**config.mk**
```make
export PLATFORM = sky130hd
export DESIGN_NAME = pipeline_hazard_ctrl
export DESIGN_NICKNAME = d
export VERILOG_FILES = /design/src/rtl/pipeline_hazard_ctrl.sv
export SDC_FILE = /design/constraint.sdc
export NUM_CORES = 1
export LEC_CHECK = 0
export CAP_MARGIN = 15
export CORE_ASPECT_RATIO = 0.9
export CORE_MARGIN = 4
export CORE_UTILIZATION = 36
export CTS_BUF_LIST = sky130_fd_sc_hd__clkbuf_8
export DETAILED_ROUTE_END_ITERATION = 12
export GPL_TIMING_DRIVEN = 0
export PLACE_DENSITY = 0.71
export SLEW_MARGIN = 30
export SYNTH_ARGS = -nofsm -noshare
export SYNTH_HDL_FRONTEND = slang
export SYNTH_SLANG_ARGS = --single-unit
```
**constraint.sdc**
```tcl
create_clock -name clk -period 2.9 [get_ports clk]
set_input_delay 0.29 -clock clk [delete_from_list [all_inputs] [get_ports clk]]
set_output_delay 0.29 -clock clk [all_outputs]
set_load 0.01 [all_outputs]
```
**src/rtl/pipeline_hazard_ctrl.sv**
```systemverilog
// Pipeline hazard controller: memory-wait stall with timeout abort, load-use bubble,
// branch/jump redirect gating and a saturating stall-cycle counter.
`ifndef REG_FILE_ADDR_WIDTH
`define REG_FILE_ADDR_WIDTH 5
`endif

module pipeline_hazard_ctrl #(
    parameter int unsigned TIMEOUT_CYCLES = 255
) (
    input  logic                            clk,
    input  logic                            rst_n,
    input  logic                            reg_1_valid,
    input  logic                            reg_2_valid,
    input  logic [`REG_FILE_ADDR_WIDTH-1:0] id_reg_1_idx,
    input  logic [`REG_FILE_ADDR_WIDTH-1:0] id_reg_2_idx,
    input  logic                            ex_mem_read,
    input  logic [`REG_FILE_ADDR_WIDTH-1:0] ex_reg_dest_idx,
    input  logic                            pc_offset,
    input  logic                            pc_overload,
    input  logic                            mem_req,
    input  logic                            mem_ready,
    output logic                            pc_hold,
    output logic                            if_id_hold,
    output logic                            if_id_flush,
    output logic                            id_ex_hold,
    output logic                            id_ex_flush,
    output logic                            ex_mem_hold,
    output logic                            ex_mem_flush,
    output logic                            redirect_en,
    output logic                            mem_timeout,
    output logic [15:0]                     stall_cycles,
    output logic [1:0]                      state
);

    typedef enum logic [1:0] {
        ST_RUN   = 2'b00,
        ST_WAIT  = 2'b01,
        ST_ABORT = 2'b10,
        ST_BAD   = 2'b11
    } state_e;

    localparam logic [8:0] TMO_LIMIT = 9'(TIMEOUT_CYCLES);

    state_e      state_q, state_d;
    logic [7:0]  tmo_q, tmo_d;
    logic [15:0] stall_q, stall_d;

    logic mem_stall;
    logic load_use;
    logic pc_hold_c, if_id_hold_c, if_id_flush_c, id_ex_hold_c, id_ex_flush_c;
    logic ex_mem_hold_c, ex_mem_flush_c, redirect_en_c, mem_timeout_c;

    always_comb begin
        mem_stall = mem_req & ~mem_ready & ((state_q == ST_RUN) | (state_q == ST_WAIT));
        load_use  = ex_mem_read & (ex_reg_dest_idx != '0) &
                    ((reg_1_valid & (id_reg_1_idx == ex_reg_dest_idx)) |
                     (reg_2_valid & (id_reg_2_idx == ex_reg_dest_idx)));
    end

    always_comb begin
        pc_hold_c      = 1'b0;
        if_id_hold_c   = 1'b0;
        if_id_flush_c  = 1'b0;
        id_ex_hold_c   = 1'b0;
        id_ex_flush_c  = 1'b0;
        ex_mem_hold_c  = 1'b0;
        ex_mem_flush_c = 1'b0;
        redirect_en_c  = 1'b0;
        mem_timeout_c  = 1'b0;
        state_d        = state_q;
        tmo_d          = tmo_q;

        case (state_q)
            ST_RUN, ST_WAIT: begin
                if (mem_stall) begin
                    pc_hold_c     = 1'b1;
                    if_id_hold_c  = 1'b1;
                    id_ex_hold_c  = 1'b1;
                    ex_mem_hold_c = 1'b1;
                end else if (load_use) begin
                    pc_hold_c     = 1'b1;
                    if_id_hold_c  = 1'b1;
                    id_ex_flush_c = 1'b1;
                end else begin
                    redirect_en_c = 1'b1;
                    if_id_flush_c = pc_offset | pc_overload;
                end

                if (state_q == ST_RUN) begin
                    if (mem_stall) begin
                        state_d = ST_WAIT;
                        tmo_d   = '0;
                    end
                end else if (mem_ready) begin
                    state_d = ST_RUN;
                end else begin
                    // Counter holds the number of completed WAIT cycles; abort once this one makes TIMEOUT_CYCLES.
                    tmo_d = tmo_q + 8'd1;
                    if (({1'b0, tmo_q} + 9'd1) >= TMO_LIMIT) begin
                        state_d = ST_ABORT;
                    end
                end
            end
            ST_ABORT: begin
                mem_timeout_c  = 1'b1;
                ex_mem_flush_c = 1'b1;
                if (load_use) begin
                    pc_hold_c     = 1'b1;
                    if_id_hold_c  = 1'b1;
                    id_ex_flush_c = 1'b1;
                end
                state_d = ST_RUN;
            end
            default: begin
                state_d = ST_RUN;
            end
        endcase
    end

    // Reset must silence controls immediately, not just at the next edge.
    always_comb begin
        pc_hold      = rst_n & pc_hold_c;
        if_id_hold   = rst_n & if_id_hold_c;
        if_id_flush  = rst_n & if_id_flush_c;
        id_ex_hold   = rst_n & id_ex_hold_c;
        id_ex_flush  = rst_n & id_ex_flush_c;
        ex_mem_hold  = rst_n & ex_mem_hold_c;
        ex_mem_flush = rst_n & ex_mem_flush_c;
        redirect_en  = rst_n & redirect_en_c;
        mem_timeout  = rst_n & mem_timeout_c;
    end

    always_comb begin
        stall_d = stall_q;
        if (pc_hold && (stall_q != '1)) begin
            stall_d = stall_q + 16'd1;
        end
    end

    always_ff @(posedge clk or negedge rst_n) begin
        if (!rst_n) begin
            state_q <= ST_RUN;
            tmo_q   <= '0;
            stall_q <= '0;
        end else begin
            state_q <= state_d;
            tmo_q   <= tmo_d;
            stall_q <= stall_d;
        end
    end

    assign stall_cycles = stall_q;
    assign state        = state_q;

endmodule

```
==> results.cfg <==
[cells_and_area]
postLayoutCellArea_um2 = 2120
final_net_count = 248
final_common_cell = sky130_fd_sc_hd__clkdlybuf4s50_1
fill_cells = 347
regArea_um2 = 651
final_core_density_pct = 54.8
multi_input_area_um2 = 800
layout.cells.non_filler = 266
mostFrequentLayoutCells = 47 x sky130_fd_sc_hd__clkdlybuf4s50_1, 26 x sky130_fd_sc_hd__dfrtp_1, 19 x sky130_fd_sc_hd__nand2_1
area.growth.synth_to_final_pct = 40.9
proportion_of_layout_cells_with_a_drive_suffix_above_1_pct = 5.91
diodes = 0

[power]
switching_share_pct = 31.1
p_total_uw = 977
power.share.clock_pct = 24.1
pwr_density_cell_nw_per_um2 = 462
total_switching_power_uw = 304
irDropWorstVdd_uv = 342
internal_power_uw = 673
combPwrFrac_pct = 28.6
leakage_nw = 0.921
p_seq_share_pct = 47.3

[floorplan]
die_w_um = 76.1
fp.dieArea_um2 = 5270
io-pin-count = 51
core_um2 = 3860
floorplan.initialDensity_pct = 38.9
height_of_the_die_um = 69.3
num_rows = 21

[synthesis]
async_reset_ff_share_pct = 100
synthDistinctLibCells = 32
synth_cell_area_um2 = 1500
synth-seq-cells = 26
portion_of_the_post_synthesis_area_used_by_sequential_elements_pct = 43.3
syn-num-nets = 193
number_of_enable_flip_flop_cells_after_synthesis = 0
syn_inst = 166
ys.flop_type = sky130_fd_sc_hd__dfrtp_1
post_synth.cell_area_avg_um2 = 9.04
ys_warn_count = 0

[setup_path]
r2r.worst_path.cells = 7
critPathLaunch = ex_reg_dest_idx[1]
timing.rr.end = stall_cycles[1]
cp-start-kind = primary input
ff2ff_setup_slack_ns = 0.74
critical_path.most_common_cell = sky130_fd_sc_hd__clkdlybuf4s50_1
setup.worst_path.class = in2out
rr_startpoint = stall_cycles[0]
max_stage_delay_ns = 0.53
cp-endpoint = pc_hold
critical_path_arrival_ns = 2.47
timing.critical_path.required_ns = 2.61
critical_path.endpoint_type = output pin
critical_path_peak_fanout = 3
crit_slowest_cell = sky130_fd_sc_hd__clkdlybuf4s50_1
cells_along_the_critical_path = clkdlybuf4s50_1, xnor2_1, nand4_1, o22ai_1, nand2b_1, a21oi_1, buf_4, clkdlybuf4s50_1

[clock_network]
cts_inserted_buffers = 3
clock_latency_on_the_worst_skew_pair_ns = 0.27
cts-root-buf = sky130_fd_sc_hd__clkbuf_8
worst_setup_hold_path_clk_slew_ns = 0.09
htree_num_levels = 1
ctsLongestPathBuffers = 2
number_of_sinks_driven_by_the_clock_tree = 26
cts-resized-gates = 1
clock_tree_from_tritoncts = done
holdBufCountCts = 0
post_cts.repair.setup_buffers = 0

[placed_design]
hpwlAfterDp_mm = 2.78
globalplace.congestion = 0.793
pre_cts_ws_ns = -0.0167
portBuffers = 50
placedCellCount = 262
placed_cell_area_um2 = 2050

[timing]
fin_crit_ns = 2.76
tightest_slew_ns = 0.629
grt_setup_unrepaired = no
final.hold.worst_slack_ns = 0.0257
finClkSkew_ns = 0.00299
setup_viol = 0
fmax_mhz = 362
drv_slew = 0
max_transition_margin_pct = 58.1
hold_violations = 0
setup_total_negative_slack_ns = 0
period_share_pct = 95.2
fin_ws_ns = 0.140

[global_route]
vias_in_the_first_global_route = 1284
globalRoute.totalOverflow = 0
grt_antenna_before_repair = 0
grt_first_pass_wirelength_mm = 6.13
grt_use_total_pct = 14.0
largest_net_degree_at_the_start_of_global_routing = 31

[drt]
vias = 1366
post_drt_wl_per_cell_um = 13.5
drt_wl_total_mm = 3.60
detailedRoute.firstIterationViolations = 65
route.detailed.drc = 0
routed_via_density = 5.14
drt_pre_antenna_iters = 4
antenna_violating_nets_post_route = 0

[run]
maxCapViolCount = 0

[status]
outcome = complete, no violations

[worst_hold_path]
min-delay-path-class = in2async
-- per-layer routing --
metal	track usage, %	routed length (µm)	up-vias
li1	-	-	685
met1	19.6	1820	629
met2	20.4	1490	47
met3	3.77	230	5
met4	5.24	58	0
met5	0	0	-
-- power groups by stage --
stage	sequential, mW	combinational (mW)	clock [mW]
2_1_floorplan	0.476	0.118	0
3_3_place_gp	0.468	0.277	0
3_5_place_dp	0.470	0.284	0
4_1_cts	0.462	0.284	0.243
5_1_grt	0.469	0.311	0.250
6_report	0.463	0.279	0.235
-- cells in the mapped netlist, types with 2 or more instances --
library cell,instances,area [µm²]
sky130_fd_sc_hd__nand4_1,6,37.5
sky130_fd_sc_hd__buf_4,3,22.5
sky130_fd_sc_hd__nor2_1,14,52.6
sky130_fd_sc_hd__nor3_1,12,60.1
sky130_fd_sc_hd__ha_1,3,37.5
sky130_fd_sc_hd__dfrtp_1,26,651
sky130_fd_sc_hd__nand3_1,13,65.1
sky130_fd_sc_hd__xor2_1,15,131
sky130_fd_sc_hd__o21ai_0,12,60.1
sky130_fd_sc_hd__clkbuf_1,2,7.51
sky130_fd_sc_hd__and3_1,3,18.8
sky130_fd_sc_hd__inv_1,4,15.0
sky130_fd_sc_hd__nor3b_1,2,15.0
sky130_fd_sc_hd__xnor2_1,12,105
sky130_fd_sc_hd__nand2_1,19,71.3
sky130_fd_sc_hd__o21ai_1,2,10.0
sky130_fd_sc_hd__nor4_1,3,18.8
-- kinds of logic (layout without fill, tap and decap cells) --
logic type,after synthesis,after routing,synth area share [%]
AOI/OAI and AO/OA,22,22,9.00
xor gates and xnor gates,27,27,15.8
adders and majority gates,3,3,2.50
buffers and inverters,10,64,3.75
DFF,26,26,43.3
muxes,1,1,0.750
and+or+nand+nor,77,77,24.9
-- area by class of cell --
class	instances	share of cell area (%)
sequential	26	30.8
timing repair buffer	50	23.5
multi-input combinational	130	37.8
tap	46	2.72
buffer	6	1.95
clock buffer	4	2.60
inverter	4	0.710
-- state kept, by name, indices dropped and copies added, names as in the netlist --
name,cells
tmo_q,8
state,2
stall_cycles,16
-- worst min-delay path by stage --
stage | start | endpoint | cells past startpoint | slack, ns
finish | rst_n | stall_cycles[13] | 1 | 0.03
global route | rst_n | stall_cycles[4] | 1 | 0.08
CTS | rst_n | stall_cycles[13] | 1 | 0.04
detailed placement | rst_n | stall_cycles[15] | 1 | 0.35
global placement | stall_cycles[13] | stall_cycles[13] | 1 | 0.49
floorplan | rst_n | stall_cycles[0] | 0 | -0.006
-- critical path, delay by kind of cell --
family | cells | cell delay, ns
buffers and inverters | 3 | 1.15
AOI/OAI and AO/OA | 2 | 0.53
and+or+nand+nor | 2 | 0.27
xor gates and xnor gates | 1 | 0.23
Note: power is estimated with default switching activity, not from simulation.
